File: src/rtl/uart_pkg.sv
// rtl/uart_pkg.sv - shared types and helpers for the TX arbiter and serial core
//
// Purpose : state enums for the arbiter and bit FSMs, frame width constant and
//           the clocks-per-bit helper used by the arbiter to size the core.
// Ports   : none (package).
package uart_pkg;

  localparam int DATA_BITS = 8;

  typedef enum logic {
    IDLE,
    SEND
  } arb_state_t;

  typedef enum logic [1:0] {
    START,
    DATA,
    STOP
  } core_state_t;

  function automatic int clks_per_bit(input int clk_hz, input int baud);
    return clk_hz / baud;
  endfunction

endpackage

File: src/rtl/uart_tx_core.sv
// rtl/uart_tx_core.sv - 8N1 serialiser: shifter, baud counter and bit FSM
//
// Purpose : takes one byte on start while idle and shifts it out as
//           start(0), 8 data bits LSB first, stop(1), each CLKS_PER_BIT clocks.
// Ports   : clk, rst      - clock, asynchronous active-high reset
//           start, tx_byte - load request and byte, honoured only while idle
//           tx             - registered serial output, idle high
//           busy           - a frame is in flight
//           done           - high during the final clock of the stop bit
module uart_tx_core
  import uart_pkg::*;
#(
  parameter int CLKS_PER_BIT = 4
) (
  input  logic                 clk,
  input  logic                 rst,
  input  logic                 start,
  input  logic [DATA_BITS-1:0] tx_byte,
  output logic                 tx,
  output logic                 busy,
  output logic                 done
);

  localparam int CW = (CLKS_PER_BIT > 1) ? $clog2(CLKS_PER_BIT) : 1;
  localparam logic [CW-1:0] LAST_TICK = CW'(CLKS_PER_BIT - 1);
  localparam logic [2:0] LAST_BIT = 3'(DATA_BITS - 1);

  core_state_t          state, state_n;
  logic                 active, active_n;
  logic [CW-1:0]        cnt, cnt_n;
  logic [2:0]           idx, idx_n;
  logic [DATA_BITS-1:0] shreg, shreg_n;
  logic                 tx_q, tx_n;
  logic                 bit_end;

  always_ff @(posedge clk or posedge rst) begin
    if (rst) begin
      state  <= START;
      active <= 1'b0;
      cnt    <= '0;
      idx    <= '0;
      shreg  <= '0;
      tx_q   <= 1'b1;
    end else begin
      state  <= state_n;
      active <= active_n;
      cnt    <= cnt_n;
      idx    <= idx_n;
      shreg  <= shreg_n;
      tx_q   <= tx_n;
    end
  end

  // tx is computed one clock ahead so the pin is driven straight from a flop.
  always_comb begin
    state_n  = state;
    active_n = active;
    cnt_n    = cnt;
    idx_n    = idx;
    shreg_n  = shreg;
    tx_n     = tx_q;
    bit_end  = (cnt == LAST_TICK);
    if (!active) begin
      if (start) begin
        active_n = 1'b1;
        state_n  = START;
        cnt_n    = '0;
        idx_n    = '0;
        shreg_n  = tx_byte;
        tx_n     = 1'b0;
      end
    end else if (!bit_end) begin
      cnt_n = cnt + CW'(1);
    end else begin
      cnt_n = '0;
      case (state)
        START: begin
          state_n = DATA;
          tx_n    = shreg[0];
        end
        DATA: begin
          // idx wraps 7 -> 0 on the way out of DATA
          idx_n = idx + 3'd1;
          if (idx == LAST_BIT) begin
            state_n = STOP;
            tx_n    = 1'b1;
          end else begin
            tx_n = shreg[idx_n];
          end
        end
        STOP: begin
          state_n  = START;
          active_n = 1'b0;
          tx_n     = 1'b1;
        end
        default: begin
          state_n  = START;
          active_n = 1'b0;
          tx_n     = 1'b1;
        end
      endcase
    end
  end

  assign tx   = tx_q;
  assign busy = active;
  assign done = active && (state == STOP) && bit_end;

endmodule

File: src/rtl/uart_tx_arb.sv
// rtl/uart_tx_arb.sv - round-robin two-requester arbiter driving one 8N1 TX pin
//
// Purpose : grants one byte at a time to port 0 (CPU MMIO) or port 1 (debug
//           stream), alternating under contention, and hands it to uart_tx_core.
// Config  : UART_ARB_LOCK_EN - when defined, the current owner holding its lock
//           keeps the grant; otherwise lock0/lock1 are ignored.
// Ports   : CLK, reset        - clock, asynchronous active-high reset
//           valid0/1, data0/1 - requester byte offers
//           ready0/1          - accept strobes, at most one high per cycle
//           lock0/1           - ownership hold requests
//           tx                - serial line, idle high
//           busy              - a frame is in flight
//           owner             - last granted requester (1 after reset)
module uart_tx_arb
  import uart_pkg::*;
#(
  parameter int CLK_HZ = 12000000,
  parameter int BAUD   = 115200
) (
  input  logic                 CLK,
  input  logic                 reset,
  input  logic                 valid0,
  input  logic [DATA_BITS-1:0] data0,
  output logic                 ready0,
  input  logic                 lock0,
  input  logic                 valid1,
  input  logic [DATA_BITS-1:0] data1,
  output logic                 ready1,
  input  logic                 lock1,
  output logic                 tx,
  output logic                 busy,
  output logic                 owner
);

  localparam int CLKS_PER_BIT = clks_per_bit(CLK_HZ, BAUD);

  if (CLKS_PER_BIT < 2) begin : g_cpb_check
    $error("uart_tx_arb: CLK_HZ/BAUD must be at least 2");
  end

  arb_state_t           state, state_n;
  logic                 pick;
  logic                 owner_lock;
  logic                 start;
  logic                 done;
  logic [DATA_BITS-1:0] tx_byte;

`ifdef UART_ARB_LOCK_EN
  assign owner_lock = owner ? lock1 : lock0;
`else
  assign owner_lock = 1'b0;
  logic unused_lock;
  assign unused_lock = lock0 | lock1;
`endif

  always_ff @(posedge CLK or posedge reset) begin
    if (reset) begin
      state <= IDLE;
      owner <= 1'b1;
    end else begin
      state <= state_n;
      if (start) owner <= pick;
    end
  end

  always_comb begin
    pick    = 1'b0;
    state_n = state;
    // A locked owner keeps the grant even with its valid low, which stalls
    // the other port until the lock drops.
    if (owner_lock)
      pick = owner;
    else if (valid0 && valid1)
      pick = !owner;
    else if (valid1)
      pick = 1'b1;
    // reset gates the readies so nothing is accepted while reset is held
    ready0  = (state == IDLE) && !reset && valid0 && !pick;
    ready1  = (state == IDLE) && !reset && valid1 && pick;
    start   = ready0 || ready1;
    tx_byte = pick ? data1 : data0;
    case (state)
      IDLE:    if (start) state_n = SEND;
      SEND:    if (done) state_n = IDLE;
      default: state_n = IDLE;
    endcase
  end

  uart_tx_core #(
    .CLKS_PER_BIT(CLKS_PER_BIT)
  ) u_core (
    .clk    (CLK),
    .rst    (reset),
    .start  (start),
    .tx_byte(tx_byte),
    .tx     (tx),
    .busy   (busy),
    .done   (done)
  );

endmodule
File: config.mk
export PLATFORM = sky130hd
export DESIGN_NAME = uart_tx_arb
export DESIGN_NICKNAME = d
export VERILOG_FILES = /design/src/rtl/uart_pkg.sv /design/src/rtl/uart_tx_core.sv /design/src/rtl/uart_tx_arb.sv
export SDC_FILE = /design/constraint.sdc
export NUM_CORES = 1
export LEC_CHECK = 0
export ABC_AREA = 0
export BUFFER_PORTS_ARGS = -buffer_cell sky130_fd_sc_hd__buf_2
export CAP_MARGIN = 0
export CORE_MARGIN = 4
export CORE_UTILIZATION = 54
export DETAILED_ROUTE_END_ITERATION = 16
export GPL_ROUTABILITY_DRIVEN = 0
export PLACE_DENSITY = 0.82
export SYNTH_ARGS = -nofsm -noshare
export SYNTH_HDL_FRONTEND = slang
export SYNTH_SLANG_ARGS = --single-unit
File: constraint.sdc
create_clock -name CLK -period 2.4 [get_ports CLK]
set_clock_uncertainty 0.2 [all_clocks]
set_input_delay 0 -clock CLK [delete_from_list [all_inputs] [get_ports CLK]]
set_output_delay 0 -clock CLK [all_outputs]
set_load 0.1 [all_outputs]
### Word level (Yosys, flattened, before mapping)

Cells that the tools add are included.

| storage, ports and cells | value |
|---|---|
| register bits | 24 |
| logic and storage cells | 67 |

| operators by class | value |
|---|---|
| add/sub/neg operators | 2 |
| magnitude comparators | 1 |
| equal/unequal tests | 7 |
| muxes and demuxes | 28 |
| bitwise logic cells | 2 |
| reduce and logical (&&, ||, !) cells | 19 |

Operators with widths:

| kind | number |
|---|---|
| two-way mux 7 bit | 3 |
| two-way mux 1 bit | 12 |
| two-way mux 3 bit | 4 |
| logical AND 1 bit | 8 |
| two-way mux 2 bit | 4 |
| two-way mux 8 bit | 1 |
| adder 7 x 1 -> 7 bit (second input constant) | 1 |
| equality test 7 bit (second input constant) | 1 |
| AND reduction 3 bit | 2 |
| < comparator 3 x 4 -> 1 bit (second input constant) | 1 |
| != test 2 bit (second input constant) | 2 |
| one-hot mux 1 bit (2 select lines) | 2 |
| one-hot mux 2 bit (2 select lines) | 1 |
| AND reduction 2 bit | 2 |
| adder 3 x 1 -> 3 bit (second input constant) | 1 |
| binary-select mux 1 bit (select 3 bit) | 1 |
| equality test 3 bit (second input constant) | 1 |
| logical NOT 1 bit | 3 |
| != test 3 bit (second input constant) | 1 |
| equality test 2 x 1 -> 1 bit (second input constant) | 1 |
| equality test 2 bit (second input constant) | 1 |
| logical NOT 2 bit | 1 |
| NOT 1 bit | 2 |
| nonzero test 2 bit | 1 |
| other kinds (2) | 2 |

### Depth between registers and ports, before layout

Gate-level depths: netlist of run 1.

| logic depth | value |
|---|---|
| depth in word-level cells | 7 |
| gate-level depth with buffers | 6 |
| gate-level depth less buffers | 6 |

### Hierarchy

From an unflattened synthesis of run 1, not the netlist that was laid out.

| second synthesis, totals | value |
|---|---|
| cell total of the unflattened synthesis | 143 |
| area total of the unflattened synthesis | 1355.0 sq um |

By module, submodules not included:

| module | instances | cells an instance | area each (sq um) | seq. area each (sq um) |
|---|---|---|---|---|
| uart_tx_core | 1 | 121 | 1131.1 | 551.8 |
| uart_tx_arb | 1 | 22 | 224.0 | 51.3 |

### Worst setup path before layout of run 1

No wires, ideal clock.

| path | value |
|---|---|
| path type | reg-to-output |
| from | register owner |
| to | output ready0 |
| arrival time | 2.508 ns |
| setup slack | -0.308 ns |
| stages on the path, launching flop included | 4 |
| buffers on the path | 1 |
| path through | dfstp_2 a21boi_0 buf_2 nor2_1 |

| on the way | value |
|---|---|
| cells in the longest elaborated chain, start to end | 4 |

Ends and longest elaborated chain:

| what | RTL line | RTL |
|---|---|---|
| start, declared | uart_tx_arb.sv:32 | `output logic owner` |
| start signal, assigned | uart_tx_arb.sv:62 | `if (start) owner <= pick;` |
| logical NOT 1 bit | uart_tx_arb.sv:74 | `pick = !owner;` |
| two-way mux 1 bit | uart_tx_arb.sv:73 | `else if (valid0 && valid1)` |
| logical NOT 1 bit | uart_tx_arb.sv:78 | `ready0 = (state == IDLE) && !reset && valid0 && !pick;` |
| logical AND 1 bit | uart_tx_arb.sv:78 |  |
| end, declared | uart_tx_arb.sv:24 | `output logic ready0,` |

No other way between the ends.

### Worst setup path in the final report of run 1

| path | value |
|---|---|
| from | register u_core.idx[0] |
| to | register u_core.tx_q, in the netlist u_core.tx |

| on the way | value |
|---|---|
| cells in the longest elaborated chain, start to end | 7 |

Ends and longest elaborated chain:

| what | RTL line | RTL |
|---|---|---|
| start, declared | uart_tx_core.sv:31 | `logic [2:0] idx, idx_n;` |
| start signal, assigned | uart_tx_core.sv:48 | `idx <= idx_n;` |
| adder 3 x 1 -> 3 bit | uart_tx_core.sv:83 | `idx_n = idx + 3'd1;` |
| binary-select mux 1 bit (select 3 bit) | uart_tx_core.sv:88 | `tx_n = shreg[idx_n];` |
| two-way mux 1 bit (implied by the code) | uart_tx_core.sv:88 |  |
| two-way mux 1 bit * | uart_tx_core.sv:84 | `if (idx == LAST_BIT) begin` |
| one-hot mux 1 bit (2 select lines) * | uart_tx_core.sv:76 | `case (state)` |
| two-way mux 1 bit * | uart_tx_core.sv:72 | `end else if (!bit_end) begin` |
| two-way mux 1 bit * | uart_tx_core.sv:63 | `if (!active) begin` |
| end signal, assigned | uart_tx_core.sv:50 | `tx_q <= tx_n;` |
| end, declared | uart_tx_core.sv:33 | `logic tx_q, tx_n;` |

Mark *: on every way between the ends. The rest lies on a longest branch, timed or not. The select of a mux whose other input is x is not followed.
A chain may end at the register's enable or synchronous reset.

==> results_dict.tcl, run 1 <==
set metrics [dict create \
    setup_violation_total_in_the_final_timing_report 0 \
    run_status "completed" \
    1st_pass_router_iterations 4 \
    num-fill-cells 165 \
    timing.critical_path.fanout_max 7 \
    synth_top_cells_by_area "dfrtp_1 41%, mux2i_1 9.7%, nand2_1 7.0%, o21ai_0 6.7%, dfstp_2 3.9%" \
    max_clock_freq_mhz 444 \
    asyncSetResetFlopFracSynth 1.00 \
    diodes 0 \
    met3_wire_length_um 131 \
    nNetsFinal 213 \
    critical_path_required_time_ns 2.43 \
    initialDrtViolationCount 63 \
    viasPerCell 5.66 \
    grt_max_degree 25 \
    wl_per_cell_um 14.5 \
    power.switching_fraction 0.443 \
    yosysTopAreaCellShare 0.410 \
    synth_area_mm2 0.00134 \
    synth-edff-count 0 \
    yosys.area.top_type "dfrtp_1" \
    chipHeight_um 57.8 \
    clk_pin_slew_worst_paths_ns 0.14 \
    initial_core_util 0.584 \
    cts_max_level 1 \
    synth_cell_type_count 32 \
    io_pins 27 \
    ctsHoldBuffers 20 \
    end_kind "flip-flop" \
    most_frequently_used_flop_master_after_synthesis "dfrtp_1" \
    final_area_mm2 0.00172 \
    finalHoldViolCount 0 \
    layout_worst_path_cycle_share 0.938 \
    numClockSinks 24 \
    clk_root_buffer_cell "clkbuf_4" \
    period_minus_slack_ns 2.25 \
    routed-wl-met2_mm 1.58 \
    grtUsageTotal 0.218 \
    timing_max_transition_violations_final 0 \
    internal-power_mw 0.931 \
    totalPowerFinal_mw 1.67 \
    synth.avg_cell_area_um2 9.51 \
    grt_pass1_vias 1272 \
    setup_total_negative_slack_ns 0 \
    yosys_warnings 0 \
    post_route_cells_drive_above_1_share 0.230 \
    share_seq_of_total_power 0.426 \
    ant_nets 0 \
    synth_nets 166 \
    ctsLongestPathBuffers 2 \
    core_region_area_mm2 0.00230 \
    power_switching_mw 0.740 \
    crit_path_start_kind "flip-flop" \
    synth-seq-area-share 0.450 \
    overflow 0 \
    area_of_the_die_mm2 0.00335 \
    clock_insertion_delay_at_the_later_pin_of_the_skew_report_ns 0.31 \
    timing.slew.headroom 0.380 \
    areaGrowthSynthToFinish_pct 28.5 \
    post_cts.repair.setup_buffers 0 \
    number_of_synthesized_register_bits 24 \
    placedInstanceArea_mm2 0.00149 \
    path_class "reg2reg" \
    timing.max_cap.violations 0 \
    finalWirelength_mm 3.13 \
    cp_data_arrival_time_ns 2.29 \
    clock_power_share 0.128 \
    cts_made_buffers 3 \
    worst_pin_slew_ns 0.929 \
    gate_power_share 0.446 \
    post-dp-hpwl_mm 1.90 \
    power.leakage_nw 0.808 \
    post_cts_resize_count 0 \
    worst_hold_check_path_type "in2async" \
    unrepaired_setup_endpoints_after_global_routing "false" \
    grt_first_pass_wirelength_mm 5.71 \
    max-vdd-ir-drop_mv 0.788 \
    tritoncts_clock_tree "done" \
    vias 1217 \
    power-per-cell-area_mw_per_mm2 969 \
    die_width_um 57.8 \
    topRoutingLayerUsed "met4" \
    antenna_violations_before_repair 0 \
    io_buffers 24 \
    placement_rows 17 \
    wl_met1_mm 1.39 \
    syn_inst 141 \
    drc_errors 0 \
]
==> worst paths after layout <==
path | from | end | slack (ns) | depth (start not counted)
hold / removal | reset | u_core.state[0] | 0.24 | 3
setup reg to reg | u_core.idx[0] | u_core.tx | 0.15 | 6
setup / recovery | u_core.idx[0] | u_core.tx | 0.15 | 6
min in group CLK | u_core.shreg[6] | u_core.shreg[6] | 0.30 | 2
max in group asynchronous | reset | u_core.idx[2] | 1.18 | 3
hold reg to reg | u_core.shreg[6] | u_core.shreg[6] | 0.30 | 2
==> worst max-delay path, cell delays in order (launching register included) <==
cell      delay (ns)
dfrtp_1         0.47
ha_1            0.23
ha_1            0.38
mux2_2          0.36
and3_1          0.18
a311oi_1        0.24
a31oi_1         0.12
==> routing by layer <==
layer | GRT usage | vias to the layer above
met1 | 0.288 | 580
met3 | 0.0223 | 4
met5 | 0 | -
met2 | 0.374 | 35
met4 | 0.0662 | 0
li1 | - | 598
==> power by group through the flow <==
stage,sequential (mW),clock [mW],combinational (mW)
2_1_floorplan,0.848,0,0.403
3_3_place_gp,0.706,0,0.651
3_5_place_dp,0.714,0,0.674
4_1_cts,0.705,0.218,0.732
5_1_grt,0.735,0.236,0.821
6_report,0.712,0.213,0.746
==> kinds of logic (layout without fill, tap and decap cells) <==
kind of cell,count (synthesis),after routing,synth area share
AND/OR/NAND/NOR,53,53,0.210
AO/OA/AOI/OAI,35,35,0.150
adder cells (fa/ha/maj),3,3,0.0280
multiplexers,16,16,0.122
buffers and inverters,9,55,0.0336
XOR/XNOR,1,1,0.00653
flip-flops,24,24,0.450
==> cell usage after synthesis (2+ instances only) <==
library cell  number
o21ai_0           18
mux2i_1           13
and3_1             2
inv_1              5
dfrtp_1           22
or3_1              2
nor3_1             2
dfstp_2            2
mux2_2             3
ha_1               3
buf_2              3
nand3_1            7
nor3b_4            2
a21oi_1            4
nor2b_1            2
a31oi_1            7
a21boi_0           2
nand2_1           25
nor2_1             4
==> layout by cell type, fill, tap and decap left out, types with 2 or more instances in the layout <==
| cell | synthesis | routed |
|---|---|---|
| nor3b_4 | 2 | 2 |
| dlygate4sd3_1 | 0 | 20 |
| nor2b_1 | 2 | 2 |
| mux2_2 | 3 | 3 |
| nor3_1 | 2 | 2 |
| a21oi_1 | 4 | 4 |
| inv_1 | 5 | 5 |
| ha_1 | 3 | 3 |
| buf_4 | 0 | 2 |
| a31oi_1 | 7 | 7 |
| nor2_1 | 4 | 3 |
| clkbuf_4 | 0 | 3 |
| mux2i_1 | 13 | 13 |
| buf_2 | 3 | 24 |
| dfrtp_1 | 22 | 22 |
| nand3_1 | 7 | 7 |
| o21ai_0 | 18 | 18 |
| and3_1 | 2 | 2 |
| dfstp_2 | 2 | 2 |
| nand2_1 | 25 | 25 |
| or3_1 | 2 | 2 |
==> layout make-up <==
type,instances,area (um2),share of cell area
well taps,28,35.0,0.0203
inverters,5,18.8,0.0109
multi-input cells,108,696,0.403
flip-flops and latches,24,603,0.350
clock buffers,4,36.3,0.0210
repair buffers,46,335,0.194
==> state kept, by name (all words and copies together) (netlist names) <==
| name | flops |
|---|---|
| u_core.state | 2 |
| owner | 1 |
| state | 1 |
| u_core.cnt | 7 |
| u_core.busy | 1 |
| u_core.tx | 1 |
| u_core.shreg | 8 |
| u_core.idx | 3 |
==> metrics by stage <==
stage	utilization	instances	hold slack (ns)	setup slack, ns
floorplan	-	141	-0.187	0.153
global placement	0.648	191	-0.0108	0.265
detailed placement	0.648	191	0.00674	0.210
CTS	0.751	215	0.247	0.192
global route	0.751	215	0.336	0.0745
finish	0.751	215	0.244	0.149
Note: power is estimated with default switching activity, not from simulation.
==> run 2: changes to the inputs <==
Settings changed: RECOVER_POWER from default to 100.
==> results_dict.tcl, run 2 (synthesis gave the netlist of run 1 again) <==
set metrics [dict create \
    end_kind "flip-flop" \
    timing_max_transition_violations_final 0 \
    chipHeight_um 57.8 \
    cts_made_buffers 3 \
    layout_worst_path_cycle_share 0.946 \
    power.switching_fraction 0.441 \
    totalPowerFinal_mw 1.65 \
    drc_errors 0 \
    io_pins 27 \
    power-per-cell-area_mw_per_mm2 973 \
    timing.slew.headroom 0.226 \
    largestRegisters "u_core.shreg x8, u_core.cnt x7, u_core.idx x3" \
    core_region_area_mm2 0.00230 \
    cp_data_arrival_time_ns 2.29 \
    grt_pass1_vias 1272 \
    ant_nets 0 \
    diodes 0 \
    viasPerCell 5.69 \
    wl_per_cell_um 14.5 \
    max-vdd-ir-drop_mv 0.769 \
    period_minus_slack_ns 2.27 \
    unrepaired_setup_endpoints_after_global_routing "false" \
    timing.max_cap.violations 0 \
    overflow 0 \
    rr_worst_depth 6 \
    numClockSinks 24 \
    layout_common_cells "26 x nand2_1, 22 x dfrtp_1, 20 x dlygate4sd3_1, 18 x o21ai_0, 17 x buf_2" \
    antenna_violations_before_repair 0 \
    die_width_um 57.8 \
    clock_power_share 0.131 \
    post_route_cells_drive_above_1_share 0.182 \
    ctsHoldBuffers 20 \
    setup_violation_total_in_the_final_timing_report 0 \
    cts_max_level 1 \
    1st_pass_router_iterations 4 \
    post_cts.repair.setup_buffers 0 \
    power_switching_mw 0.728 \
    grtUsageTotal 0.218 \
    areaGrowthSynthToFinish_pct 26.4 \
    path_class "reg2reg" \
    clk_pin_slew_worst_paths_ns 0.14 \
    clk_root_buffer_cell "clkbuf_4" \
    largest_register_ff_count 8 \
    finish.cell_count_without_fillers 215 \
    finalHoldViolCount 0 \
    finalWirelength_mm 3.12 \
    timing.critical_path.fanout_max 7 \
    worst_hold_check_path_type "in2async" \
    most_flop_heavy_register "u_core.shreg" \
    critical_path_required_time_ns 2.42 \
    crit_path_start_kind "flip-flop" \
    setup_total_negative_slack_ns 0 \
    grt_first_pass_wirelength_mm 5.71 \
    initialDrtViolationCount 63 \
    worst_pin_slew_ns 1.17 \
    tritoncts_clock_tree "done" \
    area_of_the_die_mm2 0.00335 \
    topRoutingLayerUsed "met4" \
    share_seq_of_total_power 0.429 \
    max_clock_freq_mhz 440 \
    nNetsFinal 213 \
    vias 1223 \
    grt_max_degree 25 \
    post_cts_resize_count 0 \
    met3_wire_length_um 139 \
    wl_met1_mm 1.35 \
    post-dp-hpwl_mm 1.90 \
    io_buffers 24 \
    run_status "completed" \
    clock_insertion_delay_at_the_later_pin_of_the_skew_report_ns 0.32 \
    layout_commonest_cell "nand2_1" \
    placement_rows 17 \
    internal-power_mw 0.921 \
    power.leakage_nw 0.773 \
    gate_power_share 0.441 \
    number_of_placed_instances_taps_included 191 \
    routed-wl-met2_mm 1.60 \
    initial_core_util 0.584 \
    ctsLongestPathBuffers 2 \
]
run 2: area by class of cell:
class | instances | area (um2)
flip-flops and latches | 24 | 603
repair buffers | 46 | 327
inverters | 5 | 18.8
well taps | 28 | 35.0
fillers | 173 | 602
clock buffers | 4 | 36.3
multi-input cells | 108 | 676
run 2: worst paths after layout:
check                                 from              end  slack (ns)
setup / recovery             u_core.idx[0]        u_core.tx        0.13
hold reg to reg            u_core.shreg[6]  u_core.shreg[6]        0.30
min in group CLK           u_core.shreg[6]  u_core.shreg[6]        0.30
max in group asynchronous            reset    u_core.idx[2]        1.19
hold / removal                       reset  u_core.state[0]        0.23
setup reg to reg             u_core.idx[0]        u_core.tx        0.13
run 2: worst max-delay path: stages, from the launching register on:
cell	delay [ns]
dfrtp_1	0.46
ha_1	0.23
ha_1	0.38
mux2_2	0.36
and3_1	0.18
a311oi_1	0.24
a31oi_1	0.12
run 2: through the flow:
stage	util	hold WS (ns)	cell area, um2	setup slack (ns)
after floorplan	-	-0.187	1340	0.153
after global placement	0.648	-0.0108	1490	0.265
after detailed placement	0.648	0.00674	1490	0.210
after CTS	0.751	0.247	1720	0.192
after global routing	0.738	0.335	1700	0.0472
final	0.738	0.232	1700	0.129
run 2: metal layers:
metal  vias to the layer above  track usage
met1                       586        0.288
met4                         0       0.0662
met2                        38        0.374
met3                         4       0.0223
met5                         -            0
li1                        595            -
run 2: power by group through the flow:
| stage | clock (mW) | sequential, mW | combinational, mW |
|---|---|---|---|
| floorplan | 0 | 0.848 | 0.403 |
| global placement | 0 | 0.706 | 0.651 |
| detailed placement | 0 | 0.714 | 0.674 |
| CTS | 0.218 | 0.705 | 0.732 |
| global route | 0.236 | 0.732 | 0.803 |
| finish | 0.216 | 0.707 | 0.726 |
==> run 3: changes to the inputs <==
Settings changed: ABC_AREA 0 to 1.
==> results_dict.tcl, run 3 <==
set metrics [dict create \
    run_status "completed" \
    finish.cell_count_without_fillers 264 \
    viasPerCell 5.89 \
    end_kind "flip-flop" \
    yosys_warnings 0 \
    grt_first_pass_wirelength_mm 6.48 \
    power-per-cell-area_mw_per_mm2 413 \
    overflow 0 \
    synth.avg_cell_area_um2 7.33 \
    timing.slew.headroom 0.179 \
    wl_per_cell_um 16.7 \
    area_of_the_die_mm2 0.00336 \
    ant_nets 0 \
    asyncSetResetFlopFracSynth 1.00 \
    layout_commonest_cell "nand2_1" \
    max-vdd-ir-drop_mv 0.345 \
    most_flop_heavy_register "u_core.shreg" \
    numClockSinks 24 \
    areaGrowthSynthToFinish_pct 30.1 \
    core_region_area_mm2 0.00230 \
    syn_inst 184 \
    antenna_violations_before_repair 0 \
    period_minus_slack_ns 2.38 \
    synth-seq-area-share 0.447 \
    synth_nets 209 \
    grt_pass1_vias 1456 \
    1st_pass_router_iterations 4 \
    synth_cell_type_count 20 \
    largest_register_ff_count 8 \
    critical_path_required_time_ns 2.46 \
    die_width_um 58.0 \
    worst_pin_slew_ns 1.24 \
    vias 1555 \
    finalHoldViolCount 0 \
    timing_max_transition_violations_final 0 \
    post-dp-hpwl_mm 1.98 \
    synthAdderAreaFrac 0.0278 \
    path_class "reg2reg" \
    initialDrtViolationCount 95 \
    timing.critical_path.fanout_max 8 \
    number_of_placed_instances_taps_included 235 \
    launching_element_of_the_worst_setup_path "owner" \
    clk_root_buffer_cell "clkbuf_4" \
    clock_insertion_delay_at_the_later_pin_of_the_skew_report_ns 0.32 \
    nNetsFinal 262 \
    timing.max_cap.violations 0 \
    synth-edff-count 0 \
    min_from "valid1" \
    crit_path_start_kind "flip-flop" \
    worst_hold_check_path_type "in2reg" \
    cp_data_arrival_time_ns 2.44 \
    setup_total_negative_slack_ns 0 \
    post_route_cells_drive_above_1_share 0.186 \
    grt_max_degree 25 \
    post_synth_mux_area_share 0 \
    synth_top_family_by_area "simple AND/OR/NAND/NOR gates" \
    setup_violation_total_in_the_final_timing_report 0 \
    synth_common_cells "87 x nand2_1, 22 x dfrtp_1, 21 x nand3_1" \
    synth.most_common_cell "nand2_1" \
    initial_core_util 0.587 \
    yosys.area.top_type "dfrtp_1" \
    number_of_synthesized_register_bits 24 \
    io_buffers 24 \
    layout_worst_path_cycle_share 0.993 \
    post_cts_resize_count 0 \
    power.leakage_nw 0.963 \
    diodes 0 \
    placement_rows 17 \
    cts_max_level 1 \
    layout_common_cells "87 x nand2_1, 22 x dfrtp_1, 21 x nand3_1, 21 x dlygate4sd3_1, 20 x buf_2" \
    cts_made_buffers 3 \
    max_clock_freq_mhz 420 \
    post_synthesis_compound_gate_area_fraction 0.0315 \
    yosys.area_share.xor_xnor 0 \
    clk_pin_slew_worst_paths_ns 0.13 \
    synth_area_mm2 0.00135 \
    synth_top_cells_by_area "dfrtp_1 41%, nand2_1 24%, nand3_1 7.8%, dfstp_2 3.9%, nand2_4 3.3%" \
    finalWirelength_mm 4.42 \
    chipHeight_um 58.0 \
    largestRegisters "u_core.shreg x8, u_core.cnt x7, u_core.idx x3" \
    yosys.area_share.simple 0.440 \
    tritoncts_clock_tree "done" \
    yosysTopAreaCellShare 0.408 \
    most_frequently_used_flop_master_after_synthesis "dfrtp_1" \
    timing.rr.start "owner" \
    drc_errors 0 \
    io_pins 27 \
    grtUsageTotal 0.250 \
    ctsLongestPathBuffers 2 \
]
[run 3: layer usage]
layer	routed length [um]	vias up	part of all wire	global-route usage
met5	0	-	0	0
met4	265	0	0.060	0.109
met3	371	29	0.084	0.0267
met2	2230	112	0.51	0.429
met1	1550	727	0.35	0.317
li1	-	687	-	-
[run 3: layout make-up]
| type | instances | area (um2) |
|---|---|---|
| multi-input combinational | 145 | 668 |
| timing repair buffer | 49 | 355 |
| sequential | 24 | 603 |
| tap | 28 | 35.0 |
| inverter | 14 | 57.6 |
| clock buffer | 4 | 36.3 |
| fill | 138 | 542 |
[run 3: final timing paths]
| path | cells past startpoint | slack [ns] | endpoint |
|---|---|---|---|
| max | 8 | 0.02 | u_core.shreg[2] |
| min | 8 | 0.18 | state |
| max reg2reg | 8 | 0.02 | u_core.shreg[2] |
| min reg2reg | 2 | 0.30 | u_core.tx |
| max in group asynchronous | 3 | 1.24 | u_core.state[1] |
| min in group asynchronous | 3 | 0.22 | u_core.cnt[0] |
[run 3: critical path: stages (launching register included)]
cell           delay [ns]
dfstp_2              0.57
nand2_2              0.07
nand2_4              0.10
nand2_1              0.06
dlygate4sd3_1        0.55
nand2_1              0.08
dlygate4sd3_1        0.56
nand2_1              0.06
nand2_1              0.07
[run 3: stage by stage]
stage | cell area [um2] | total power, mW | hold WS (ns) | setup slack (ns) | utilization
detailed placement | 1490 | 0.467 | 0.0541 | 0.766 | 0.649
floorplan | 1350 | 0.446 | -0.187 | 0.251 | -
global route | 1760 | 0.760 | 0.200 | -0.0398 | 0.764
CTS | 1750 | 0.711 | 0.0358 | 0.0732 | 0.761
finish | 1760 | 0.726 | 0.177 | 0.0163 | 0.764
global placement | 1490 | 0.466 | 0.0369 | 0.780 | 0.649
[run 3: timing repair]
action	in CTS	in global routing
hold buffers	22	1
setup buffers	0	4
setup endpoints to repair	0	3
endpoints found under the hold margin	32	1
[run 3: cells by family (layout without fill, tap and decap cells)]
logic type	after synthesis	after routing
AND/OR/NAND/NOR	134	134
AO/OA/AOI/OAI	8	8
flip-flops	24	24
adder cells (fa/ha/maj)	3	3
buffers and inverters	15	67
[run 3: power breakdown]
part	internal (mW)	switching [mW]
clock	0.0928	0.123
sequential	0.406	0.000763
combinational	0.0516	0.0519
